<file path="src/rtl/fetch_stage.sv">
`default_nettype none
// ============================================================================
//  Module   : fetch_stage
//  Brief    : RV32I instruction fetch stage with IF/ID pipeline register.
//             Owns the PC, never speculates past control-flow instructions
//             (waits BRANCH_BUBBLES cycles or for a redirect), and exposes
//             opcode-masked rs1/rs2/rd to the hazard unit.
//  Revision : 1.0 - initial release
// ============================================================================
module fetch_stage #(
  parameter int          XLEN           = 32,
  parameter logic [31:0] RESET_PC       = 32'h0000_0000,
  parameter int          BRANCH_BUBBLES = 2
) (
  input  logic            clk,
  input  logic            rst,
  input  logic            stall_in,
  input  logic            branch_taken_in,
  input  logic [XLEN-1:0] branch_target_in,
  output logic [XLEN-1:0] imem_addr_out,
  input  logic [31:0]     imem_data_in,
  output logic [31:0]     instr_out,
  output logic [XLEN-1:0] pc_out,
  output logic            valid_out,
  output logic [4:0]      rs1_out,
  output logic [4:0]      rs2_out,
  output logic [4:0]      rd_out
);

  localparam int          CNT_W       = $clog2(BRANCH_BUBBLES + 1);
  localparam logic [31:0] c_NOP       = 32'h0000_0013;
  localparam logic [6:0]  c_OP_LUI    = 7'b0110111;
  localparam logic [6:0]  c_OP_AUIPC  = 7'b0010111;
  localparam logic [6:0]  c_OP_JAL    = 7'b1101111;
  localparam logic [6:0]  c_OP_JALR   = 7'b1100111;
  localparam logic [6:0]  c_OP_BRANCH = 7'b1100011;
  localparam logic [6:0]  c_OP_LOAD   = 7'b0000011;
  localparam logic [6:0]  c_OP_STORE  = 7'b0100011;
  localparam logic [6:0]  c_OP_IMM    = 7'b0010011;
  localparam logic [6:0]  c_OP_OP     = 7'b0110011;

  typedef enum logic [0:0] {
    S_RUN     = 1'b0,
    S_BR_WAIT = 1'b1
  } state_t;

  logic [XLEN-1:0] r_pc;
  logic [31:0]     r_instr;
  logic [XLEN-1:0] r_pc_id;
  logic            r_valid;
  state_t          r_state;
  logic [CNT_W-1:0] r_cnt;

  logic [6:0]      w_fetch_opc;
  logic            w_fetch_ctrl;
  logic [XLEN-1:0] w_target;
  logic [6:0]      w_id_opc;
  logic            w_use_rs1;
  logic            w_use_rs2;
  logic            w_use_rd;

  assign w_fetch_opc  = imem_data_in[6:0];
  assign w_fetch_ctrl = (w_fetch_opc == c_OP_BRANCH) || (w_fetch_opc == c_OP_JAL) ||
                        (w_fetch_opc == c_OP_JALR);
  // Redirect targets are word aligned; the low two bits are simply dropped.
  assign w_target     = branch_target_in & ~XLEN'(3);

  // PC, IF/ID register and no-speculation sequencer; priority rst > redirect > stall.
  always_ff @(posedge clk) begin
    if (rst) begin
      r_pc    <= XLEN'(RESET_PC);
      r_instr <= c_NOP;
      r_pc_id <= '0;
      r_valid <= 1'b0;
      r_state <= S_RUN;
      r_cnt   <= '0;
    end else if (branch_taken_in) begin
      // Redirect squashes whatever is being latched this edge.
      r_pc    <= w_target;
      r_instr <= c_NOP;
      r_valid <= 1'b0;
      r_state <= S_RUN;
      r_cnt   <= '0;
    end else if (!stall_in) begin
      case (r_state)
        S_RUN: begin
          r_instr <= imem_data_in;
          r_pc_id <= r_pc;
          r_valid <= 1'b1;
          if (w_fetch_ctrl) begin
            // Hold the PC until the branch resolves or the bubbles run out.
            r_state <= S_BR_WAIT;
            r_cnt   <= CNT_W'(BRANCH_BUBBLES);
          end else begin
            r_pc <= r_pc + XLEN'(4);
          end
        end
        S_BR_WAIT: begin
          r_instr <= c_NOP;
          r_valid <= 1'b0;
          r_cnt   <= r_cnt - CNT_W'(1);
          if (r_cnt == CNT_W'(1)) begin
            r_pc    <= r_pc + XLEN'(4);
            r_state <= S_RUN;
          end
        end
        default: begin
          r_state <= S_RUN;
        end
      endcase
    end
  end

  assign w_id_opc = r_instr[6:0];

  // Which register fields the ID-stage opcode actually uses.
  always_comb begin
    w_use_rs1 = 1'b0;
    w_use_rs2 = 1'b0;
    w_use_rd  = 1'b0;
    case (w_id_opc)
      c_OP_LUI:    w_use_rd  = 1'b1;
      c_OP_AUIPC:  w_use_rd  = 1'b1;
      c_OP_JAL:    w_use_rd  = 1'b1;
      c_OP_JALR:   begin w_use_rs1 = 1'b1; w_use_rd = 1'b1; end
      c_OP_BRANCH: begin w_use_rs1 = 1'b1; w_use_rs2 = 1'b1; end
      c_OP_LOAD:   begin w_use_rs1 = 1'b1; w_use_rd = 1'b1; end
      c_OP_STORE:  begin w_use_rs1 = 1'b1; w_use_rs2 = 1'b1; end
      c_OP_IMM:    begin w_use_rs1 = 1'b1; w_use_rd = 1'b1; end
      c_OP_OP:     begin w_use_rs1 = 1'b1; w_use_rs2 = 1'b1; w_use_rd = 1'b1; end
      default:     ;
    endcase
  end

  assign imem_addr_out = r_pc;
  assign instr_out     = r_instr;
  assign pc_out        = r_pc_id;
  assign valid_out     = r_valid;
  assign rs1_out       = (r_valid && w_use_rs1) ? r_instr[19:15] : 5'd0;
  assign rs2_out       = (r_valid && w_use_rs2) ? r_instr[24:20] : 5'd0;
  assign rd_out        = (r_valid && w_use_rd)  ? r_instr[11:7]  : 5'd0;

endmodule
`default_nettype wire

</file>
<file path="config.mk">
export PLATFORM = sky130hd
export DESIGN_NAME = fetch_stage
export DESIGN_NICKNAME = d
export VERILOG_FILES = /design/src/rtl/fetch_stage.sv
export SDC_FILE = /design/constraint.sdc
export NUM_CORES = 1
export LEC_CHECK = 0
export ABC_AREA = 1
export BUFFER_PORTS_ARGS = -buffer_cell sky130_fd_sc_hd__buf_2
export CAP_MARGIN = 20
export CORE_ASPECT_RATIO = 0.7
export CORE_MARGIN = 4
export CORE_UTILIZATION = 37
export CTS_CLUSTER_DIAMETER = 150
export DETAILED_ROUTE_END_ITERATION = 10
export SYNTH_ARGS = -nofsm -noshare
export SYNTH_HDL_FRONTEND = slang
export SYNTH_SLANG_ARGS = --single-unit
</file>
<file path="constraint.sdc">
create_clock -name clk -period 1.8 [get_ports clk]
set_input_delay 0.36 -clock clk [delete_from_list [all_inputs] [get_ports clk]]
set_output_delay 0.36 -clock clk [all_outputs]
set_load 0.01 [all_outputs]
</file>
==> out/summary.txt <==
Final setup viols: 15
number of enable flip-flop cells after synthesis: 0
Synth area leader: dfxtp_1
largest net degree at the start of global routing: 52
drt total wl: 15,400 µm
multi-input gate area in the final layout: 2470 µm²
Period minus WS final: 1.93 ns
Max-Cap Viols: 0
Required @ worst endpoint: 1.44 ns
switching share of power: 0.297
Combinational Power Share: 0.154
# DRC: 0
Final ANT Viol Nets: 0
vias: 5,188
Starting Density: 0.383
RSZ-0062 raised after global routing: true
layer with the highest usage: met1
failing checks: setup timing
distinct cell type count after synthesis: 32
cell internal pwr: 0.00351 W
number of I/O port buffers: 173
I/O pin cnt: 180
kind of critical path: flop to output pin
RD Place Congestion: 0.864
Clock Path Buffers: 2
startpoint types: flop
final hold viol count: 0
number of global-route vias before repair: 4,632
die extent in x: 144 µm
Hold Crit Class: input port to flop
Crit Path Max Fanout: 5
Synth Cell Area: 4820 µm²
fraction of registers with async set/reset: 0
iteration-0 DRC count of the detailed router: 403
status: complete, but fails checks
ratio of cells with drive above 1 in the final layout: 0.275
Worst-Skew Late Latency: 0.35 ns
CTS buffer count: 9
TritonCTS clock tree: built
PnR worst setup slack: -0.126 ns
P_leak: 3.08 nW
first-pass GRT wire length: 24,300 µm
#FFs+latches synth: 96
placed cell area: 5960 µm²
GRT met3 Usage: 0.0515
top cells by count, synth: 229 x nand2_1, 96 x dfxtp_1, 90 x nor2_1
count leader, synth: nand2_1
peak supply drop: 0.463 mV
antenna violations before repair: 0
DR vias/cell: 4.73
Synth-to-Final Area Change: 31.0%
commonest register cell after synthesis: dfxtp_1
pwr/cell area: 791 nW/µm²
pre-CTS WS: 0.115 ns
GRT overflow: 0
Peak Freq: 0.519 GHz
Die ar.: 14,900 µm²
Final nets: 999
Core Region: 12,600 µm²
Final Instance Area: 6310 µm²
Die Y: 103 µm
Avg WL per Cell: 14.0 µm
top cells by area, synth: dfxtp_1 40%, nand2_1 18%, a21oi_1 7.7%
critical path endpoint category: output pin
cells after synthesis: 749
post-route clock period utilization: 1.07
Rows: 34
sw power: 0.00149 W
Synth top area share: 0.399
HPWL after DPL: 11,600 µm
CTS clk-pin slew, worst paths: 0.07 ns
Total GRT Usage: 0.205
post-synthesis sequential area ratio: 0.399
Clock power frac: 0.376
antenna diode count: 0
Syn. warnings: 0
crit path DAT: 1.57 ns
root buf cell: clkbuf_16
grt met1 use: 0.320
Initial DRT Pass Iterations: 5
clk_skew: 0.00448 ns
filler cell count: 1,295
Reg power frac: 0.470
Sink Count: 96
M2 GR Usage: 0.280
Reg area: 1930 µm²
H-tree Lvls: 3
Mapped Avg Cell Area: 6.43 µm²
Final Max Slew Viols: 0
hold_buf cts: 0
## routing by layer
layer / share of wire / routed length (µm)
met2: 0.40 / 6170
met4: 0.013 / 204
met5: 0 / 0
met3: 0.072 / 1100
met1: 0.51 / 7900
## per-stage QoR
| stage | total power (W) | hold slack (ns) | util | TNS, ns | instances |
|---|---|---|---|---|---|
| 2_1_floorplan | 0.00280 | 0.437 | - | 0 | 752 |
| 5_1_grt | 0.00523 | 0.251 | 0.501 | -3.60 | 1096 |
| 4_1_cts | 0.00503 | 0.242 | 0.499 | -1.49 | 1096 |
| 3_3_place_gp | 0.00315 | 0.450 | 0.473 | 0 | 1080 |
| 3_5_place_dp | 0.00315 | 0.451 | 0.473 | 0 | 1080 |
| 6_report | 0.00500 | 0.250 | 0.501 | -1.52 | 1096 |
## area by class of cell
class | count | area share
multi-input combinational | 536 | 0.391
timing repair buffer | 202 | 0.176
sequential | 96 | 0.306
tap | 162 | 0.0321
clock inverter | 7 | 0.0101
inverter | 84 | 0.0499
clock buffer | 9 | 0.0357
## power groups by stage
stage | combinational [W] | sequential (W) | clock (W)
3_5_place_dp | 0.000756 | 0.00239 | 0
4_1_cts | 0.000764 | 0.00235 | 0.00192
6_report | 0.000770 | 0.00235 | 0.00188
3_3_place_gp | 0.000754 | 0.00239 | 0
2_1_floorplan | 0.000370 | 0.00243 | 0
5_1_grt | 0.000865 | 0.00236 | 0.00200
## state kept, by name, summed over array words and instances (netlist names)
signal and flops:
instr_out 32, imem_addr_out 30, r_state 1, r_cnt 2, valid_out 1, pc_out 30
## cell families after synthesis
logic type,Yosys count,share of synthesized area
and+or+nand+nor,405,0.354
xor gates and xnor gates,4,0.00727
buffers and inverters,120,0.104
adders and majority gates,2,0.00519
other,1,0.000778
DFF,96,0.399
AOI/OAI and AO/OA,121,0.130
## final timing paths
path / startpoint / endpoint / slack (ns) / cells after the start
worst max register to register: imem_addr_out[3]$_SDFFE_PP0P_ / imem_addr_out[24]$_SDFFE_PP0P_ / 0.19 / 11
worst min register to register: instr_out[28]$_SDFFE_PP0N_ / instr_out[28]$_SDFFE_PP0N_ / 0.46 / 2
worst max-delay path: instr_out[1]$_SDFFE_PP1N_ / rs1_out[4] / -0.13 / 9
worst min-delay path: imem_data_in[29] / instr_out[29]$_SDFFE_PP0N_ / 0.25 / 3
## timing repair
action,in CTS,in global routing
pin swaps,5,4
endpoints found under the setup margin,15,15
resized for setup,14,10
buffers inserted,1,0
hold endpoints to repair,0,0
## cell usage in the layout, fill, tap and decap left out, types with 5 or more instances in the layout
cell type	instances
a21oi_1	73
nand2_1	225
dfxtp_1	90
o21ai_0	40
nand2_2	6
buf_4	27
inv_1	78
nand4_1	17
nor2_2	9
nand3_1	41
buf_2	173
dfxtp_2	5
clkbuf_16	9
nor2_1	85
## critical path, cell delays in order, from the launching register on
cell and delay, ns:
dfxtp_2 0.34, nand2_4 0.08, nor2_1 0.05, nand2_1 0.09, nor2_1 0.06, a21oi_2 0.15, nor2_2 0.06, nor2_2 0.19
nor2_1 0.06, buf_2 0.14
(Power assumes the default switching activity.)
